[src/rtl/pc_unit.sv]
// pc_unit: fetch-stage program counter with stall, handshake, trap/redirect, misalign trap and fetch counter.
// Optional return-address stack enabled by defining PC_UNIT_RAS_EN.
module pc_unit #(
  parameter int WIDTH = 32,
  parameter int STEP = 4,
  parameter logic [WIDTH-1:0] RESET_VECTOR = {WIDTH{1'b0}},
  parameter logic [WIDTH-1:0] TRAP_VECTOR = WIDTH'(32'h0000_0100),
  parameter int RAS_DEPTH = 4
) (
  input  logic             clk,
  input  logic             reset,
  input  logic             stall,
  input  logic             fetch_ready,
  input  logic             redirect_valid,
  input  logic [WIDTH-1:0] redirect_target,
  input  logic             trap,
  input  logic             ras_push,
  input  logic             ras_pop,
  output logic [WIDTH-1:0] pc_out,
  output logic             pc_valid,
  output logic             misalign_err,
  output logic [31:0]      fetch_count,
  output logic [WIDTH-1:0] ras_top
);
  logic [WIDTH-1:0] pc_q, pc_d, seq_pc;
  logic valid_q, valid_d, err_q, err_d, accept, misalign, pop_hit;
  logic [31:0] cnt_q, cnt_d;
  assign seq_pc = pc_q + WIDTH'(STEP);
  always_comb begin
    accept = valid_q & fetch_ready & ~stall;
    misalign = redirect_valid & (redirect_target[1:0] != 2'b00);
    pc_d = (trap | misalign) ? TRAP_VECTOR :
           redirect_valid ? redirect_target :
           pop_hit ? ras_top :
           accept ? seq_pc : pc_q;
    valid_d = 1'b1;
    err_d = err_q | misalign;
    cnt_d = cnt_q + 32'(accept);
  end
  always_ff @(posedge clk) begin
    if (reset) begin
      pc_q <= RESET_VECTOR;
      valid_q <= 1'b0;
      err_q <= 1'b0;
      cnt_q <= '0;
    end else begin
      pc_q <= pc_d;
      valid_q <= valid_d;
      err_q <= err_d;
      cnt_q <= cnt_d;
    end
  end
`ifdef PC_UNIT_RAS_EN
  localparam int PW = $clog2(RAS_DEPTH);
  logic [WIDTH-1:0] ras_q [RAS_DEPTH];
  logic [PW-1:0] ptr_q, ptr_d, wr_idx;
  logic [PW:0] occ_q, occ_d;
  logic push, pop;
  // Circular buffer: a push when full lands on the oldest slot, so only occupancy saturates.
  always_comb begin
    push = ras_push & ~trap & ~redirect_valid;
    pop = ras_pop & ~trap & ~redirect_valid & (occ_q != '0);
    pop_hit = pop;
    ras_top = (occ_q != '0) ? ras_q[ptr_q] : '0;
    wr_idx = pop ? ptr_q : ptr_q + PW'(1);
    ptr_d = (push & pop) ? ptr_q : push ? ptr_q + PW'(1) : pop ? ptr_q - PW'(1) : ptr_q;
    occ_d = (push & pop) ? occ_q :
            push ? ((occ_q == (PW+1)'(RAS_DEPTH)) ? occ_q : occ_q + (PW+1)'(1)) :
            pop ? occ_q - (PW+1)'(1) : occ_q;
  end
  always_ff @(posedge clk) begin
    if (reset) begin
      ptr_q <= '0;
      occ_q <= '0;
    end else begin
      ptr_q <= ptr_d;
      occ_q <= occ_d;
    end
  end
  always_ff @(posedge clk) begin
    if (!reset && push) ras_q[wr_idx] <= seq_pc;
  end
`else
  logic unused_ras;
  assign unused_ras = ras_push ^ ras_pop;
  assign pop_hit = 1'b0;
  assign ras_top = '0;
`endif
  assign pc_out = pc_q;
  assign pc_valid = valid_q;
  assign misalign_err = err_q;
  assign fetch_count = cnt_q;
endmodule

[config.mk]
export PLATFORM = sky130hd
export DESIGN_NAME = pc_unit
export DESIGN_NICKNAME = d
export VERILOG_FILES = /design/src/rtl/pc_unit.sv
export SDC_FILE = /design/constraint.sdc
export NUM_CORES = 1
export LEC_CHECK = 0
export ABC_CLOCK_PERIOD_IN_PS = 3400
export BUFFER_PORTS_ARGS = -buffer_cell sky130_fd_sc_hd__clkbuf_2
export CORE_MARGIN = 4
export CORE_UTILIZATION = 50
export CTS_BUF_LIST = sky130_fd_sc_hd__clkbuf_8
export DETAILED_ROUTE_END_ITERATION = 10
export PLACE_DENSITY = 0.79
export SETUP_SLACK_MARGIN = 0.1
export SLEW_MARGIN = 20
export SYNTH_ARGS = -nofsm -noshare
export SYNTH_HDL_FRONTEND = slang
export SYNTH_SLANG_ARGS = --single-unit
export TNS_END_PERCENT = 10
[constraint.sdc]
create_clock -name clk -period 3.4 [get_ports clk]
set_input_delay 0.51 -clock clk [delete_from_list [all_inputs] [get_ports clk]]
set_output_delay 0.51 -clock clk [all_outputs]
set_load 0.1 [all_outputs]
Word-level counts from Yosys, hierarchy flattened
Cells that the tools add are included.
Widths: inputs -> output; s select.
{ "op_classes": {"n_addsub": 2, "muxes": 4, "bitwise": 6, "reduce_logical": 4} }
{ "op_table": {"columns": ["operator", "n"], "rows": [
  ["$mux 32", 2],
  ["$add 32x1->32", 1],
  ["$add 32x3->32 const B", 1],
  ["$mux 9", 1],
  ["$reduce_bool 2->1", 2],
  ["$and 1x1->1", 3],
  ["$reduce_bool 3->1", 1],
  ["$or 1x1->1", 2],
  ["$reduce_or 2->1", 1],
  ["$mux 1", 1],
  ["$not 1->1", 1]
]} }
{ "word_totals": {"register_bits": 66, "input_bits": 40, "out_inout_bits": 98} }

Depth between registers and ports, before layout
Gate-level depths: netlist of run 1.
{ "depth": {"ltp_word": 5, "depth_mapped": 10} }

Worst setup path after synthesis of run 1
No wires, ideal clock.
{ "synth_path": {"path_type": "flip-flop to flip-flop", "from": "register valid_q, in the netlist pc_valid", "to": "register cnt_q[24], in the netlist fetch_count[24]", "t_arrival_ps": 3012, "required_time_ps": 3330, "slack_ps": 318, "stages_incl_launch_ff": 10, "period_less_slack_ps": 3082, "cell_sequence": "dfxtp_1 and3b_1 buf_2 ha_1 ha_1 nand2_1 or4_4 buf_6 or3_1 a21oi_1"} }
{ "synth_via": {"elab_chain_len": 3} }
{ "synth_rtl": {"columns": ["element", "line", "source"], "rows": [
  ["start: declaration", "26", "logic valid_q, valid_d, err_q, err_d, accept, misalign, pop_hit;"],
  ["start signal: assignment", "48", "valid_q <= valid_d;"],
  ["$and 1x1->1 (2 in a row)", "30", "accept = valid_q & fetch_ready & ~stall;"],
  ["$add 32x1->32", "38", "cnt_d = cnt_q + 32'(accept);"],
  ["end signal: assignment", "50", "cnt_q <= cnt_d;"],
  ["end: declaration", "27", "logic [31:0] cnt_q, cnt_d;"]
]} }
No other way between the ends.
A chain may end at the register's enable or synchronous reset.

Worst setup path after layout of run 1
{ "layout_path": {"from": "register valid_q, in the netlist pc_valid", "to": "register cnt_q[18], in the netlist fetch_count[18]"} }
The elaborated chain is that of the path after synthesis.

==> results.py, run 1 <==
metrics = {
    "floorplanning": {
        "boundaryPins": 138,
        "fp-row-count": 29,
        "die_h_um": 90.6,
        "initial_core_util": 0.526,
        "dieArea_um2": 8210,
        "die_w_um": 90.6,
        "core_um2": 6490,
    },
    "synthesis": {
        "synth.largest_area_cell": "dfxtp_1",
        "syn_avg_cell_area_um2": 8.26,
        "synthDistinctLibCells": 38,
        "yosys_warnings": 0,
        "ys_seq_area_frac": 0.387,
        "ys_ff_latch": 66,
        "syn_inst": 413,
        "yosys-top-cells-area": "dfxtp_1 (39%), xnor2_1 (9.0%), buf_4 (7.0%), a21oi_1 (5.0%), nor2_1 (4.8%)",
        "synthDominantCellAreaShare": 0.387,
        "syn-cell-area_um2": 3410,
    },
    "critical_path": {
        "start_kind": "flip-flop",
        "critical_path_class": "flip-flop to flip-flop",
        "path_max_fanout": 12,
        "end_kind": "flip-flop",
        "worstPathArrival_ns": 2.64,
        "crit_required_ns": 3.66,
    },
    "cells_and_area": {
        "final_util": 0.621,
        "area_delta_synth_final_pct": 18.1,
        "final_cells": 596,
        "post_route_cells_drive_above_1_share": 0.252,
        "antenna_cells": 0,
        "final_nets": 557,
        "final_area_um2": 4030,
    },
    "sta": {
        "finalCritPeriodShare": 0.700,
        "fin_skew_ns": 0.0123,
        "fin_ws_ns": 1.02,
        "hold_viol_final": 0,
        "drv_slew": 0,
        "fmax_mhz": 420,
        "tns_ns": 0,
        "worst-slew-pin-transition_ns": 0.759,
        "rsz0062_at_grt": "no",
        "slew_headroom": 0.494,
        "period_minus_slack_ns": 2.38,
        "setup_viol": 0,
        "whs_ns": 0.404,
    },
    "place": {
        "place_inst": 580,
        "dp_hpwl_mm": 6.27,
        "place_area_um2": 3860,
        "port_buffers": 103,
        "place_congestion": 0.806,
        "dpl_worst_slack_ns": 0.734,
    },
    "clock_tree": {
        "clkSlewWorstSetupHoldPaths_ns": 0.08,
        "ctsRootBufferMaster": "clkbuf_8",
        "insertion_delay_ns": 0.34,
        "numCtsBuffers": 9,
        "cts_num_sinks": 66,
        "cts_buffer_depth": 2,
        "htree_levels": 3,
        "hold_buffers": 0,
        "cts_tree": "done",
        "cts.repair.resized": 0,
        "cts_setup_buffers": 0,
    },
    "global_routing": {
        "grt_max_degree": 44,
        "grt_pass1_wl_mm": 13.9,
        "gr-total-overflow": 0,
        "antenna_found_initial": 0,
        "track_usage": 0.203,
        "grt_pass1_vias": 2983,
    },
    "pwr": {
        "p_leak_nw": 1.58,
        "total_power_mw": 1.73,
        "vdd_drop_max_mv": 0.231,
        "power_density_nw_per_um2": 428,
    },
    "detailed_routing": {
        "via_count": 3207,
        "viasPerCell": 5.38,
        "wl_per_cell_um": 14.2,
        "drc": 0,
        "wirelength_mm": 8.44,
        "drtPass1Iterations": 4,
        "drt_iter0_markers": 153,
        "final_antenna_net_count": 0,
    },
    "run_status": {
        "status": "finished, final reports clean",
    },
    "hold_path": {
        "hold_path_class": "primary input to flip-flop",
    },
    "job": {
        "cap_violations": 0,
    },
}
## placed cells by master (no fill, tap or decap), drive strengths merged
master      n
or3b        1
xor2       15
dfxtp      66
o21ai      30
nor3       16
or4         2
a32o        2
nand4b      1
and3b       1
or3         9
o311a       1
buf         4
nor2b       3
nand4      19
and2        4
a21oi      34
nor4        8
mux2i       1
nand2      20
clkbuf    112
and3        3
xnor2      35
clkinvlp    3
mux2        1
ha          3
and4        8
nor2       44
conb       32
o211ai      2
nand3      26
clkinv      5
inv         8
## Yosys cell counts (all sizes together)
library cell	number
nor4	8
or3b	1
clkinv	1
mux2	1
and4	8
o21ai	30
conb	1
and2	4
mux2i	1
xor2	15
o311a	1
and3b	1
dfxtp	66
a32o	2
nor2b	3
nor3	16
o211ai	2
xnor2	35
or3	9
a21oi	34
or4	2
nand3	26
nand4b	1
nor2	44
inv	8
clkbuf	12
and3	3
nand4	19
ha	3
nand2	20
buf	36
## routing by layer
layer | wire length (um) | up-vias | track usage
met5 | 0 | - | 0
met4 | 121 | 0 | 0.0829
met3 | 577 | 11 | 0.0358
met2 | 3880 | 126 | 0.324
met1 | 3860 | 1486 | 0.269
li1 | - | 1584 | -
## worst max-delay path, stage by stage, from the launching register on
cell and delay (ns):
dfxtp_1 0.35, and3b_1 0.24, ha_1 0.28, ha_1 0.31, nand2_1 0.08, or4_4 0.51, or3_1 0.34, a21oi_1 0.18
## cells by family after synthesis
group	Yosys count	share of synthesized area
compound gates	69	0.107
xor+xnor	50	0.128
fa+ha+maj	3	0.0110
buf+inv	57	0.100
flops	66	0.387
mux	2	0.00623
other cells	1	0.00110
simple gates	165	0.259
## final cells by class
cell class              count  area (um2)
fillers                   597        2460
repair buffers            107         546
multi-input cells         321        1870
inverters                   9        33.8
flip-flops and latches     66        1320
well taps                  77        96.3
clock inverters             7        46.3
clock buffers               9         124
## flip-flops by register name, summed over array words and instances, names as in the netlist, named ones only
register / flops
pc_valid: 1
fetch_count: 32
misalign_err: 1
pc_out: 30
## worst paths after layout
path | from | endpoint | slack [ns] | cells past startpoint
setup / recovery | pc_valid | fetch_count[18] | 1.02 | 7
hold / removal | redirect_target[30] | pc_out[30] | 0.40 | 2
setup reg to reg | pc_valid | fetch_count[18] | 1.02 | 7
hold reg to reg | misalign_err | misalign_err | 0.46 | 2
## power breakdown
part	switching, mW	total (mW)	internal (mW)
clock	0.314	0.576	0.261
combinational	0.302	0.346	0.0435
sequential	0.0182	0.805	0.786
total	0.635	1.73	1.09
No activity file was read; power rests on OpenSTA's default activity.
==> inputs of run 2 (changes only) <==
--- a/config.mk
+++ b/config.mk
@@ -5,7 +5,7 @@
 export SDC_FILE = /design/constraint.sdc
 export NUM_CORES = 1
 export LEC_CHECK = 0
-export ABC_CLOCK_PERIOD_IN_PS = 3400
+export ABC_CLOCK_PERIOD_IN_PS = 2250
 export BUFFER_PORTS_ARGS = -buffer_cell sky130_fd_sc_hd__clkbuf_2
 export CORE_MARGIN = 4
 export CORE_UTILIZATION = 50
==> constraint.sdc (replaced) <==
create_clock -name clk -period 2.25 [get_ports clk]
set_input_delay 0.3375 -clock clk [delete_from_list [all_inputs] [get_ports clk]]
set_output_delay 0.3375 -clock clk [all_outputs]
set_load 0.1 [all_outputs]
==> run 2 against run 1 <==
- non-clock buffer count increased by 7
- critical endpoint is now fetch_count[28]
- first-iteration DRC count decreased by 47%
- critical path type unchanged
- design area increased by 5.1%
==> results.py, run 2 (same netlist as run 1, synthesis figures left out) <==
metrics = {
    "clock_tree": {
        "numCtsBuffers": 9,
        "cts_buffer_depth": 2,
        "insertion_delay_ns": 0.34,
        "htree_levels": 3,
        "cts_tree": "done",
        "hold_buffers": 0,
        "clkSlewWorstSetupHoldPaths_ns": 0.08,
        "ctsRootBufferMaster": "clkbuf_8",
        "cts_num_sinks": 66,
    },
    "critical_path": {
        "path_max_fanout": 7,
        "end_kind": "flip-flop",
        "timing.rr.start": "pc_valid",
        "start_kind": "flip-flop",
        "reg2reg_depth": 9,
        "crit_required_ns": 2.48,
        "crit_path_start": "pc_valid",
        "worstReg2RegEnd": "fetch_count[28]",
        "r2r_setup_slack_ns": 0.12,
        "crit_chain": "and3b_2 > ha_4 > ha_4 > nand2_1 > or4_4 > buf_6 > nor4_4 > xnor2_1 > nor2_1",
        "cpMaxStageDelayCell": "or4_4",
        "critical_path_class": "flip-flop to flip-flop",
        "cpPeakStageDelay_ns": 0.59,
        "worstPathArrival_ns": 2.36,
        "crit_top_cell": "ha_4",
    },
    "place": {
        "dp_hpwl_mm": 6.28,
        "place_area_um2": 3940,
        "port_buffers": 103,
        "place_congestion": 0.846,
    },
    "pwr": {
        "p_leak_nw": 1.70,
        "power_density_nw_per_um2": 696,
        "vdd_drop_max_mv": 0.473,
    },
    "cells_and_area": {
        "area_delta_synth_final_pct": 24.2,
        "final_util": 0.653,
        "antenna_cells": 0,
        "final_nets": 564,
        "post_route_cells_drive_above_1_share": 0.321,
        "final_common_cell": "clkbuf_2",
        "final_area_um2": 4240,
        "final_cell_mix": "clkbuf_2 (103), nor2_1 (44), dfxtp_1 (38), xnor2_1 (35), a21oi_1 (34)",
        "largest_reg_flops": 32,
    },
    "floorplanning": {
        "initial_core_util": 0.526,
        "fp-row-count": 29,
        "boundaryPins": 138,
        "die_w_um": 90.6,
        "die_h_um": 90.6,
        "dieArea_um2": 8210,
        "core_um2": 6490,
    },
    "hold_path": {
        "hold_path_class": "primary input to flip-flop",
        "whs_endpoint": "pc_valid",
        "worstHoldStart": "reset",
        "min_path_cells": 2,
    },
    "detailed_routing": {
        "drtPass1Iterations": 4,
        "via_count": 3168,
        "drt_iter0_markers": 81,
        "drc": 0,
        "wl_per_cell_um": 14.0,
        "viasPerCell": 5.25,
        "final_antenna_net_count": 0,
        "wirelength_mm": 8.46,
    },
    "sta": {
        "slew_headroom": 0.485,
        "drv_slew": 0,
        "rsz0062_at_grt": "yes",
        "fin_skew_ns": 0.0101,
        "worst-slew-pin-transition_ns": 0.773,
        "fmax_mhz": 469,
        "finalCritPeriodShare": 0.949,
        "setup_viol": 0,
        "hold_viol_final": 0,
        "period_minus_slack_ns": 2.13,
    },
    "global_routing": {
        "grt_pass1_wl_mm": 13.7,
        "track_usage": 0.199,
        "gr-total-overflow": 0,
        "antenna_found_initial": 0,
        "grt_pass1_vias": 3016,
        "grt_max_degree": 36,
    },
    "job": {
        "cap_violations": 0,
    },
    "run_status": {
        "status": "finished, final reports clean",
    },
}
==> run 2: changes by cell type in the layout (fill, tap and decap cells not counted), moves of 2 or more <==
cell	change
bufinv_16	+3
dfxtp_2	+27
ha_1	-2
ha_4	+2
clkinvlp_4	-3
buf_4	+6
dfxtp_1	-28
==> run 2: per-stage QoR <==
stage	power [mW]	TNS (ns)	hold slack, ns	cells	setup WS (ns)
finish	2.95	0	0.226	603	0.116
global route	3.05	0	0.213	603	0.00999
CTS	2.96	0	0.216	598	0.166
detailed placement	1.76	0	0.443	582	0.0435
global placement	1.76	0	0.436	582	0.108
floorplan	1.73	-0.849	0.475	444	-0.110
==> run 2: worst max-delay path by stage <==
stage	endpoint	slack [ns]	depth (start not counted)
finish	fetch_count[28]	0.12	9
global route	fetch_count[28]	0.01	9
CTS	fetch_count[22]	0.17	7
detailed placement	fetch_count[22]	0.04	8
global placement	fetch_count[22]	0.11	8
floorplan	fetch_count[31]	-0.11	6
==> run 2: area by class of cell <==
class | instances | area, um2
multi-input combinational | 321 | 1910
sequential | 66 | 1360
timing repair buffer | 114 | 602
clock inverter | 7 | 118
tap | 77 | 96.3
inverter | 9 | 33.8
clock buffer | 9 | 124
fill | 567 | 2260
==> run 2: report_power, final <==
| group | switching [mW] | internal, mW |
|---|---|---|
| sequential | 0.0267 | 1.19 |
| combinational | 0.457 | 0.0684 |
| clock | 0.472 | 0.736 |
==> run 2: repair_timing <==
action                                  CTS  global route
hold endpoints to repair                  0             0
endpoints found under the setup margin    0             2
gates resized for setup                   0             6
buffers inserted                          0             5
==> run 2: critical path: cells and delay by family (launching register included) <==
kind                       cells  cell delay, ns
and+or+nand+nor                5            1.07
DFF                            1            0.36
adders and majority gates      2            0.27
buffers and inverters          1            0.17
xor gates and xnor gates       1            0.16
==> run 2: metal layers <==
| metal | wire length (um) | vias up | share of wire | track usage |
|---|---|---|---|---|
| met5 | 0 | - | 0 | 0 |
| met4 | 78 | 0 | 0.0092 | 0.0485 |
| met3 | 673 | 10 | 0.080 | 0.0792 |
| met2 | 4200 | 117 | 0.50 | 0.347 |
| met1 | 3510 | 1442 | 0.41 | 0.227 |
| li1 | - | 1599 | - | - |
==> inputs of run 3 (changes only) <==
==> constraint.sdc (replaced) <==
create_clock -name clk -period 2.25 [get_ports clk]
set_input_delay 0.3375 -clock clk [delete_from_list [all_inputs] [get_ports clk]]
set_output_delay 0.3375 -clock clk [all_outputs]
set_load 0.05 [all_outputs]
==> run 3 against run 2 <==
- flip-flop and latch count stayed put
- fmax is 3.5% higher
- cell count rose by 0.17%
- combinational power down 36%
- wire length is 0.45% lower
- register-to-register slack gained 0.07 ns
- non-clock buffer count is 1 higher
- sequential power hardly changed
- critical path depth decreased by 2
- worst hold slack gained 0.0099 ns
- design area shrank 2.4%
- critical path type unchanged
- critical endpoint is now fetch_count[20]
- largest cell class unchanged
==> results.py, run 3 (same netlist as run 1, synthesis figures left out) <==
metrics = {
    "clock_tree": {
        "htree_levels": 3,
        "hold_buffers": 0,
        "cts_num_sinks": 66,
        "clkSlewWorstSetupHoldPaths_ns": 0.08,
        "cts_tree": "done",
        "insertion_delay_ns": 0.35,
        "ctsRootBufferMaster": "clkbuf_8",
        "cts_buffer_depth": 2,
        "numCtsBuffers": 9,
    },
    "hold_path": {
        "hold_path_class": "primary input to flip-flop",
        "min_path_cells": 2,
    },
    "critical_path": {
        "reg2reg_depth": 7,
        "timing.rr.start": "pc_valid",
        "worstPathArrival_ns": 2.34,
        "crit_chain": "and3b_2 > ha_4 > ha_4 > nand2_1 > or4_4 > or3_1 > a21oi_1",
        "crit_path_end": "fetch_count[20]",
        "crit_required_ns": 2.53,
        "end_kind": "flip-flop",
        "crit_top_cell": "ha_4",
        "path_max_fanout": 12,
        "crit_path_start": "pc_valid",
        "critical_path_class": "flip-flop to flip-flop",
        "cpMaxStageDelayCell": "or4_4",
        "cpPeakStageDelay_ns": 0.51,
        "r2r_setup_slack_ns": 0.19,
        "worstReg2RegEnd": "fetch_count[20]",
        "start_kind": "flip-flop",
    },
    "floorplanning": {
        "boundaryPins": 138,
        "core_um2": 6490,
        "die_w_um": 90.6,
        "fp-row-count": 29,
        "initial_core_util": 0.526,
        "dieArea_um2": 8210,
        "die_h_um": 90.6,
    },
    "run_status": {
        "status": "finished, final reports clean",
    },
    "cells_and_area": {
        "final_area_um2": 4140,
        "fillCellCount": 587,
        "final_common_cell": "clkbuf_2",
        "final_cells": 604,
        "final_util": 0.637,
        "final_cell_mix": "clkbuf_2 (103), dfxtp_1 (65), nor2_1 (44), xnor2_1 (35), a21oi_1 (34)",
        "largest_reg_flops": 32,
        "final_nets": 565,
        "post_route_cells_drive_above_1_share": 0.269,
        "antenna_cells": 0,
        "area_delta_synth_final_pct": 21.2,
    },
    "detailed_routing": {
        "wl_per_cell_um": 13.9,
        "drtPass1Iterations": 4,
        "drt_iter0_markers": 114,
        "wirelength_mm": 8.42,
        "drc": 0,
        "viasPerCell": 5.34,
        "final_antenna_net_count": 0,
        "via_count": 3224,
    },
    "sta": {
        "setup_viol": 0,
        "hold_viol_final": 0,
        "fin_skew_ns": 0.0100,
        "rsz0062_at_grt": "yes",
        "finalCritPeriodShare": 0.917,
        "tns_ns": 0,
        "worst-slew-pin-transition_ns": 0.743,
        "fin_ws_ns": 0.187,
        "fmax_mhz": 485,
        "drv_slew": 0,
        "period_minus_slack_ns": 2.06,
        "whs_ns": 0.236,
        "slew_headroom": 0.505,
    },
    "place": {
        "dp_hpwl_mm": 6.39,
        "place_inst": 588,
        "place_area_um2": 3950,
        "port_buffers": 103,
        "dpl_worst_slack_ns": 0.0271,
        "place_congestion": 0.895,
    },
    "pwr": {
        "power_density_nw_per_um2": 605,
        "total_power_mw": 2.51,
        "p_leak_nw": 1.64,
        "vdd_drop_max_mv": 0.340,
    },
    "job": {
        "cap_violations": 0,
    },
    "global_routing": {
        "gr-total-overflow": 0,
        "antenna_found_initial": 0,
        "track_usage": 0.209,
        "grt_pass1_wl_mm": 14.2,
        "grt_max_degree": 30,
        "grt_pass1_vias": 3087,
    },
}
run 3: cell types whose count changed in the layout (fill, tap and decap cells not counted), sizes merged:
cell and change:
buf +1, bufinv -2, clkinvlp +1, inv +1
run 3: report_power, final:
group	total [mW]	internal, mW	switching, mW
Clock	0.954	0.499	0.455
Sequential	1.21	1.19	0.0250
Combinational	0.337	0.0712	0.266
run 3: worst min path at each step:
| stage | from | slack [ns] | to |
|---|---|---|---|
| final | redirect_target[30] | 0.24 | pc_out[30] |
| after global routing | redirect_target[3] | 0.24 | pc_out[3] |
| after CTS | redirect_target[6] | 0.23 | pc_out[6] |
| after detailed placement | misalign_err | 0.44 | misalign_err |
| after global placement | misalign_err | 0.44 | misalign_err |
| after floorplan | redirect_target[3] | 0.48 | pc_out[3] |
run 3: area by class of cell:
cell class,count,area (um2),area share
inverter,9,33.8,0.00816
multi-input combinational,321,1890,0.457
tap,77,96.3,0.0233
clock inverter,7,61.3,0.0148
clock buffer,9,124,0.0299
timing repair buffer,115,606,0.146
sequential,66,1330,0.320
run 3: critical path, delay by kind of cell, from the launching register on:
| kind | cells | cell delay, ns |
|---|---|---|
| adder cells (fa/ha/maj) | 2 | 0.31 |
| AND/OR/NAND/NOR | 4 | 1.18 |
| flip-flops | 1 | 0.35 |
| AO/OA/AOI/OAI | 1 | 0.15 |
run 3: layer usage:
metal	global-route usage	share of wire
met4	0.112	0.022
met5	0	0
met3	0.0592	0.084
met1	0.243	0.42
met2	0.348	0.48
run 3: what timing repair did:
action,CTS,global route
buffers inserted,0,0
resized for setup,0,1
hold endpoints to repair,0,0
endpoints found under the setup margin,0,3
